[src/rtl/bcd_key_entry_to_bin_pkg.sv]
// Shared types and constants for the decimal key-entry front end.
// Holds the FSM state encoding, the largest legal digit and the BCD width helper.
package bcd_key_entry_to_bin_pkg;

  typedef enum logic {
    S_IDLE = 1'b0,
    S_CONV = 1'b1
  } state_t;

  localparam logic [3:0] DIGIT_MAX = 4'd9;

  function automatic int bcd_width(input int n_digits);
    return 4 * n_digits;
  endfunction

endpackage

[src/rtl/bcd_nibble_adj.sv]
// One BCD digit correction step of reverse double-dabble.
// After the right shift, a nibble of 8 or more has 3 subtracted.
module bcd_nibble_adj (
  input  logic [3:0] i_nib,
  output logic [3:0] o_nib
);

  assign o_nib = (i_nib >= 4'd8) ? (i_nib - 4'd3) : i_nib;

endmodule

[src/rtl/bcd_key_entry_to_bin.sv]
// Decimal key-entry buffer with a sequential BCD-to-binary converter.
// Digits are shifted in newest-last; enter runs one reverse double-dabble step per clock.
module bcd_key_entry_to_bin
  import bcd_key_entry_to_bin_pkg::*;
#(
  parameter int N_DIGITS = 4,
  parameter int BIN_W    = 14
) (
  input  logic                    i_clk,
  input  logic                    i_rst_n,
  input  logic [3:0]              i_digit,
  input  logic                    i_digit_vld,
  input  logic                    i_enter,
  input  logic                    i_clear,
  output logic [4*N_DIGITS-1:0]   o_bcd,
  output logic [2:0]              o_digit_cnt,
  output logic                    o_busy,
  output logic [BIN_W-1:0]        o_bin,
  output logic                    o_bin_vld,
  output logic                    o_err
);

  localparam int BCD_W  = bcd_width(N_DIGITS);
  localparam int SR_W   = 2 * BCD_W;
  localparam int ITER_W = (BCD_W > 1) ? $clog2(BCD_W) : 1;

  generate
    if ((longint'(1) << BIN_W) <= longint'(10 ** N_DIGITS - 1)) begin : g_bad_width
      $error("BIN_W too narrow for the largest N_DIGITS decimal value");
    end
  endgenerate

  state_t              r_state;
  state_t              w_state_nxt;
  logic [BCD_W-1:0]    r_bcd;
  logic [2:0]          r_cnt;
  logic                r_committed;
  logic                r_err;
  logic [SR_W-1:0]     r_sr;
  logic [ITER_W-1:0]   r_iter;
  logic [BIN_W-1:0]    r_bin;
  logic                r_bin_vld;
  logic [SR_W-1:0]     w_shift;
  logic [SR_W-1:0]     w_sr_next;
  logic                w_last;

  // Upper half holds BCD digits being drained; lower half collects the binary result.
  assign w_shift = r_sr >> 1;
  assign w_sr_next[BCD_W-1:0] = w_shift[BCD_W-1:0];

  generate
    for (genvar g = 0; g < N_DIGITS; g++) begin : g_adj
      bcd_nibble_adj u_adj (
        .i_nib (w_shift[BCD_W + 4*g +: 4]),
        .o_nib (w_sr_next[BCD_W + 4*g +: 4])
      );
    end
  endgenerate

  assign w_last = (r_iter == ITER_W'(BCD_W - 1));

  always_ff @(posedge i_clk or negedge i_rst_n) begin
    if (!i_rst_n) begin
      r_state <= S_IDLE;
    end else begin
      r_state <= w_state_nxt;
    end
  end

  // NOTE: every output of a combinational block gets a default first so no path infers a latch.
  always_comb begin
    w_state_nxt = r_state;
    case (r_state)
      S_IDLE: if (!i_clear && i_enter) w_state_nxt = S_CONV;
      S_CONV: if (i_clear || w_last)   w_state_nxt = S_IDLE;
      default: w_state_nxt = S_IDLE;
    endcase
  end

  // NOTE: sequential state uses non-blocking assignments so all registers update from pre-edge values.
  always_ff @(posedge i_clk or negedge i_rst_n) begin
    if (!i_rst_n) begin
      r_bcd       <= '0;
      r_cnt       <= '0;
      r_committed <= 1'b0;
      r_err       <= 1'b0;
      r_sr        <= '0;
      r_iter      <= '0;
      r_bin       <= '0;
      r_bin_vld   <= 1'b0;
    end else begin
      r_bin_vld <= 1'b0;
      if (i_clear) begin
        r_bcd       <= '0;
        r_cnt       <= '0;
        r_committed <= 1'b0;
        r_err       <= 1'b0;
      end else if (r_state == S_IDLE) begin
        if (i_enter) begin
          r_sr   <= {r_bcd, {BCD_W{1'b0}}};
          r_iter <= '0;
        end else if (i_digit_vld) begin
          if (r_committed) begin
            // A digit after a completed conversion starts a fresh number.
            r_committed <= 1'b0;
            if (i_digit > DIGIT_MAX) begin
              r_bcd <= '0;
              r_cnt <= '0;
              r_err <= 1'b1;
            end else begin
              r_bcd <= {{(BCD_W-4){1'b0}}, i_digit};
              r_cnt <= 3'd1;
            end
          end else if (i_digit > DIGIT_MAX || r_cnt == 3'(N_DIGITS)) begin
            r_err <= 1'b1;
          end else begin
            r_bcd <= {r_bcd[BCD_W-5:0], i_digit};
            r_cnt <= r_cnt + 3'd1;
          end
        end
      end else begin
        r_sr   <= w_sr_next;
        r_iter <= r_iter + ITER_W'(1);
        if (w_last) begin
          r_bin       <= w_sr_next[BIN_W-1:0];
          r_bin_vld   <= 1'b1;
          r_committed <= 1'b1;
        end
      end
    end
  end

  assign o_bcd       = r_bcd;
  assign o_digit_cnt = r_cnt;
  assign o_busy      = (r_state == S_CONV);
  assign o_bin       = r_bin;
  assign o_bin_vld   = r_bin_vld;
  assign o_err       = r_err;

endmodule

[config.mk]
export PLATFORM = sky130hd
export DESIGN_NAME = bcd_key_entry_to_bin
export DESIGN_NICKNAME = d
export VERILOG_FILES = /design/src/rtl/bcd_key_entry_to_bin_pkg.sv /design/src/rtl/bcd_nibble_adj.sv /design/src/rtl/bcd_key_entry_to_bin.sv
export SDC_FILE = /design/constraint.sdc
export NUM_CORES = 1
export LEC_CHECK = 0
export ABC_AREA = 1
export CAP_MARGIN = 10
export CORE_MARGIN = 4
export CORE_UTILIZATION = 55
export CTS_CLUSTER_SIZE = 10
export DETAILED_ROUTE_END_ITERATION = 8
export GPL_TIMING_DRIVEN = 0
export PLACE_DENSITY_LB_ADDON = 0.12
export SLEW_MARGIN = 20
export SYNTH_ARGS = -nofsm -noshare
export SYNTH_HDL_FRONTEND = slang
export SYNTH_HIERARCHICAL = 1
export SYNTH_SLANG_ARGS = --single-unit
[constraint.sdc]
create_clock -name i_clk -period 1.6 [get_ports i_clk]
set_input_delay 0.4 -clock i_clk [delete_from_list [all_inputs] [get_ports i_clk]]
set_output_delay 0.4 -clock i_clk [all_outputs]
set_load 0.1 [all_outputs]
# Yosys cells after proc, flatten, opt, wreduce, memory -nomap -nowiden
# Index checks and enable logic that the tools add are counted.
[totals] ff_bits=73
[op_classes] n_addsub=6 magnitude_cmp=5 n_eq_ne=8 mux=40 bitwise_logic=2 reduce_logical=13
[ops] operator="$mux 16" count=6
[ops] operator="$mux 32" count=2
[ops] operator="$mux 4" count=7
[ops] operator="$mux 1" count=18
[ops] operator="$mux 3" count=6
[ops] operator="$ge 4x4->1 const B" count=3
[ops] operator="$sub 4x2->4 const B" count=3
[ops] operator="$ne 3x2->1 const B" count=2
[ops] operator="$reduce_and 3->1" count=2
[ops] operator="$reduce_bool 3->1" count=2
[ops] operator="$reduce_and 5->1" count=1
[ops] operator="$add 4x1->4 const B" count=1
[ops] operator="$eq 4x4->1 const B" count=1
[ops] operator="$ge 3x4->1 const B" count=1
[ops] operator="$gt 4x4->1 const B" count=1
[ops] operator="$reduce_and 4->1" count=1
[ops] operator="$reduce_bool 2->1" count=2
[ops] operator="$sub 3x2->4 const B" count=1
[ops] operator="$add 3x1->3 const B" count=1
[ops] operator="$eq 3x3->1 const B" count=1
[ops] operator="$ne 3x1->1 const B" count=1
[ops] operator="$ne 3x3->1 const B" count=1
[ops] operator="$logic_or 1x1->1" count=2
[ops] operator="$ne 2x1->1 const B" count=1
[ops] operator="other kinds (6)" count=7

# Logic depth before layout (Yosys ltp)
[depth] depth_word=8 depth_mapped=9 ltp_nobuf=9

# Modules after synthesis
# Netlist, hierarchy kept.
[by_module_without_submodules] mod="bcd_key_entry_to_bin" instances=1 cells_per_inst=352 area_per_inst_um2=3141.8
[by_module_without_submodules] mod="bcd_nibble_adj" instances=4 cells_per_inst=16 area_per_inst_um2=88.8

# Worst setup path before layout
# OpenSTA, ideal clock, no wires.
[synth_timing] path_kind="register -> register" from="register r_cnt[0] (netlist: o_digit_cnt[0])" to="register r_bcd[11] (netlist: o_bcd[11])" setup_time_ns=0.121 t_arrival_ns=1.926 required_ns=1.479 slack_ns=-0.448 stages_incl_launch_ff=10 path_buffers=1 synth_period_minus_slack_ns=2.048 path_cell_list="dfrtp_1 -> inv_1 -> ha_1 -> nand2_1 -> nand2_1 -> nand2_1 -> nand2_4 -> buf_6 -> nand2_1 -> nand2_1"
[synth_between] elab_chain_cells=4
[synth_rtl] element="start, declared" line="bcd_key_entry_to_bin.sv:36" text="logic [2:0] r_cnt;"
[synth_rtl] element="start signal, assigned" line="bcd_key_entry_to_bin.sv:118" text="r_cnt <= r_cnt + 3'd1;"
[synth_rtl] element="$eq 3x3->1" line="bcd_key_entry_to_bin.sv:114" text="end else if (i_digit > DIGIT_MAX || r_cnt == 3'(N_DIGITS)) begin"
[synth_rtl] element="$logic_or 1x1->1" line="bcd_key_entry_to_bin.sv:114"
[synth_rtl] element="$ne 3x3->1 (no source line)"
[synth_rtl] element="$reduce_and 4->1 (no source line)"
[synth_rtl] element="end signal, assigned" line="bcd_key_entry_to_bin.sv:111" text="r_bcd <= {{(BCD_W-4){1'b0}}, i_digit};"
[synth_rtl] element="end signal, assigned" line="bcd_key_entry_to_bin.sv:117" text="r_bcd <= {r_bcd[BCD_W-5:0], i_digit};"
[synth_rtl] element="end, declared" line="bcd_key_entry_to_bin.sv:35" text="logic [BCD_W-1:0] r_bcd;"
# Every way passes these cells.
# A chain may end at the register's enable or synchronous reset.

# Worst setup path after layout
[layout_timing] from="register r_bcd[15] (netlist: o_bcd[15])" to="output port o_bcd[15]"
[layout_rtl] element="end, declared" line="bcd_key_entry_to_bin.sv:15" text="output logic [4*N_DIGITS-1:0] o_bcd,"
# No word-level cell between the ends.

==> results by group <==
Yosys
  • Post-synthesis sequential area ratio: 0.5152
  • Cells after Synth: 416
  • FF+latch count, synth: 72
  • Netlist Area Pre-Place: 3497 um2
  • Syn Area/Cell: 8.407 um2
  • Ys Warns: 6
  • Yosys cell types: 28

Critical path
  • CP Max Fanout: 3
  • R2R setup slack: 0.09 ns
  • Worst path slowest cell: buf_2
  • Crit end category: output port
  • Cells along the critical path: buf_2
  • Critical Path RT: 1.20 ns
  • R2R depth: 8
  • Buf+Inv Stages, Crit Path: 1
  • Crit path kind: reg -> out
  • CP Data Arrival Time: 1.14 ns
  • R2R Path End: o_bcd[1]$_DFFE_PN0P_
  • R2r startpoint: o_busy$_DFF_PN0_
  • CP startpoint: o_bcd[15]$_DFFE_PN0P_
  • Worst path max stage delay: 0.44 ns
  • Crit start category: flop
  • CP delay by family, top: buffers and inverters

STA
  • Final hold vios: 0
  • Fin Setup TNS: 0 ns
  • Worst Setup Slack, final: 0.06331 ns
  • Crit share post-route: 0.9604
  • RSZ-0062 raised after global routing: no
  • WHS: 0.4693 ns
  • Final min period: 1.537 ns
  • Max Clk Rate: 650.7 MHz
  • Max Slew Vio Count: 0
  • Worst Skew: 0.01203 ns
  • Final setup viols: 0

Pwr
  • P per Cell Area: 1244 nW/um2
  • Logic pwr share: 0.274
  • Switching power: 0.001910 W
  • Leak pwr: 2.195 nW
  • Max VDD drop: 0.8747 mV
  • Switching Fraction: 0.3634
  • Clk pwr share: 0.294
  • Internal power: 0.003346 W
  • Reg power frac: 0.432

Global route
  • Overall routing resource usage: 0.2123
  • Initial antenna violation count: 0
  • First-pass GRT wire length: 12.72 mm
  • Grt total ovfl: 0
  • Largest net degree at the start of global routing: 56
  • Number of global-route vias before repair: 2810

Routing
  • Via-per-instance ratio: 5.080
  • Mean routed wirelength per cell: 13.24 um
  • Post-DRT Antenna Nets: 0
  • 1st-pass router iterations: 4
  • Routed wire length: 7.417 mm
  • Iteration-0 DRC Markers: 150
  • Via count: 2845
  • DRC viols: 0

Die
  • Horiz. Die Dim: 87.74 um
  • Initial Util: 0.5770
  • Die area: 7698 um2
  • Die H: 87.74 um
  • Core area: 6061 um2
  • Rows: 28
  • Io pins: 45

Finish
  • Commonest cells after routing, fill and taps aside: nand2_1, dfrtp_1, inv_1, nor2_1, o21ai_0
  • Layout Nets: 500
  • Filler cells: 494
  • Area delta synth->final: 20.86%
  • Core Util, Final: 0.6974
  • Design area: 4227 um2
  • Layout cells sized above 1: 0.1959
  • Antenna diodes: 0
  • Most common cell after layout, fill and taps aside: nand2_1

Placed design
  • Port bufs: 44
  • Pre-CTS WS: -0.4818 ns
  • DP Area: 4099 um2
  • Detail Placement HPWL: 5.210 mm
  • RD Place Congestion: 0.8194

Outcome
  • Status: completed

Clock tree
  • Worst-path clk slew: 0.08 ns
  • TritonCTS clock tree: done
  • Max Root-Sink Buffers: 2
  • Root Buffer: clkbuf_8
  • Htree depth: 3
  • Worst-Skew Late Latency: 0.34 ns
  • Clk sinks: 72
  • Cts bufs inserted: 9

Min path
  • Hold Crit Class: in -> async

Job
  • Max-cap violations: 0
-- registers in the layout (all words and copies together) (netlist names) --
register / flops
o_bcd: 16
o_busy: 1
r_sr: 31
o_bin_vld: 1
o_digit_cnt: 3
r_iter: 4
o_bin: 14
r_committed: 1
o_err: 1
-- metal layers --
layer | part of all wire | global-route usage | routed length, um
met1 | 0.47 | 0.2816 | 3450
met2 | 0.47 | 0.3432 | 3518
met3 | 0.044 | 0.03951 | 324
met4 | 0.017 | 0.08926 | 125
met5 | 0 | 0 | 0
-- stage by stage --
step                      total power [W]  std cells
final                            0.005256        560
after global routing             0.005560        560
after CTS                        0.005260        558
after detailed placement         0.003739        541
after global placement           0.003682        540
after floorplan                  0.003352        421
-- power groups by stage --
stage | logic, W | registers [W] | clock network, W
final | 0.00144 | 0.00227 | 0.00154
after global routing | 0.00160 | 0.00231 | 0.00165
after CTS | 0.00143 | 0.00227 | 0.00157
after detailed placement | 0.00144 | 0.00229 | 0
after global placement | 0.00140 | 0.00229 | 0
after floorplan | 0.000666 | 0.00269 | 0
-- cells by family (layout without fill, tap and decap cells) --
| family | after synthesis | in the layout | synth area share |
|---|---|---|---|
| compound gates | 59 | 59 | 0.09803 |
| xor+xnor | 4 | 4 | 0.01002 |
| fa+ha+maj | 11 | 11 | 0.03936 |
| buf+inv | 68 | 132 | 0.08515 |
| flops | 72 | 72 | 0.5152 |
| other cells | 1 | 6 | 0.001072 |
| simple gates | 201 | 201 | 0.2512 |
-- area by class of cell --
class	count	area, um2	share of cell area
inverter	54	210.2	0.04973
sequential	72	1814	0.4292
buffer	14	98.84	0.02339
tap	75	93.84	0.02220
timing repair buffer	48	356.6	0.08437
clock buffer	11	131.4	0.03108
clock inverter	5	81.33	0.01924
multi-input combinational	281	1440	0.3407
-- repair_timing --
action                                  4_1_cts  5_1_grt
setup buffers                                 0        2
cloned                                        0        0
pin swaps                                     0        2
hold buffers                                  1        0
hold endpoints to repair                     17        0
resized for setup                           199       10
endpoints found under the setup margin       90       24
-- worst max-delay path by stage --
stage	to	slack, ns	cells after the start
5_1_grt	o_bcd[13]$_DFFE_PN0P_	0.004	8
6_report	o_bcd[15]	0.06	1
3_5_place_dp	r_sr[12]$_DFFE_PN0P_	-0.48	7
2_1_floorplan	o_bcd[11]$_DFFE_PN0P_	0.02	8
4_1_cts	o_bcd[14]	0.005	1
3_3_place_gp	o_digit_cnt[0]$_DFFE_PN0P_	-2.81	1
-- cells in the mapped netlist --
cell      number  share of area
buf_4          1         0.0021
inv_1         51          0.055
inv_4          1         0.0018
o22ai_1       14          0.025
clkinv_1       1         0.0011
nand2_2       12          0.021
a31oi_1       16          0.029
o21ai_0       21          0.030
nor2_8         1         0.0057
xor2_1         4          0.010
nand3b_1       1         0.0021
nand2_4        1         0.0032
a21boi_1       4         0.0086
clkbuf_1       6         0.0064
a21oi_1        4         0.0057
nand4_1        1         0.0018
clkinv_4       1         0.0025
dfrtp_1       72           0.52
nor2_1        30          0.032
nand3_1       13          0.019
nand2_8        2          0.011
conb_1         1         0.0011
nand2_1      138           0.15
nor2_4         2         0.0064
buf_6          2         0.0064
buf_8          1         0.0043
ha_1          11          0.039
buf_2          4         0.0057
Note: power is estimated with default switching activity, not from simulation.
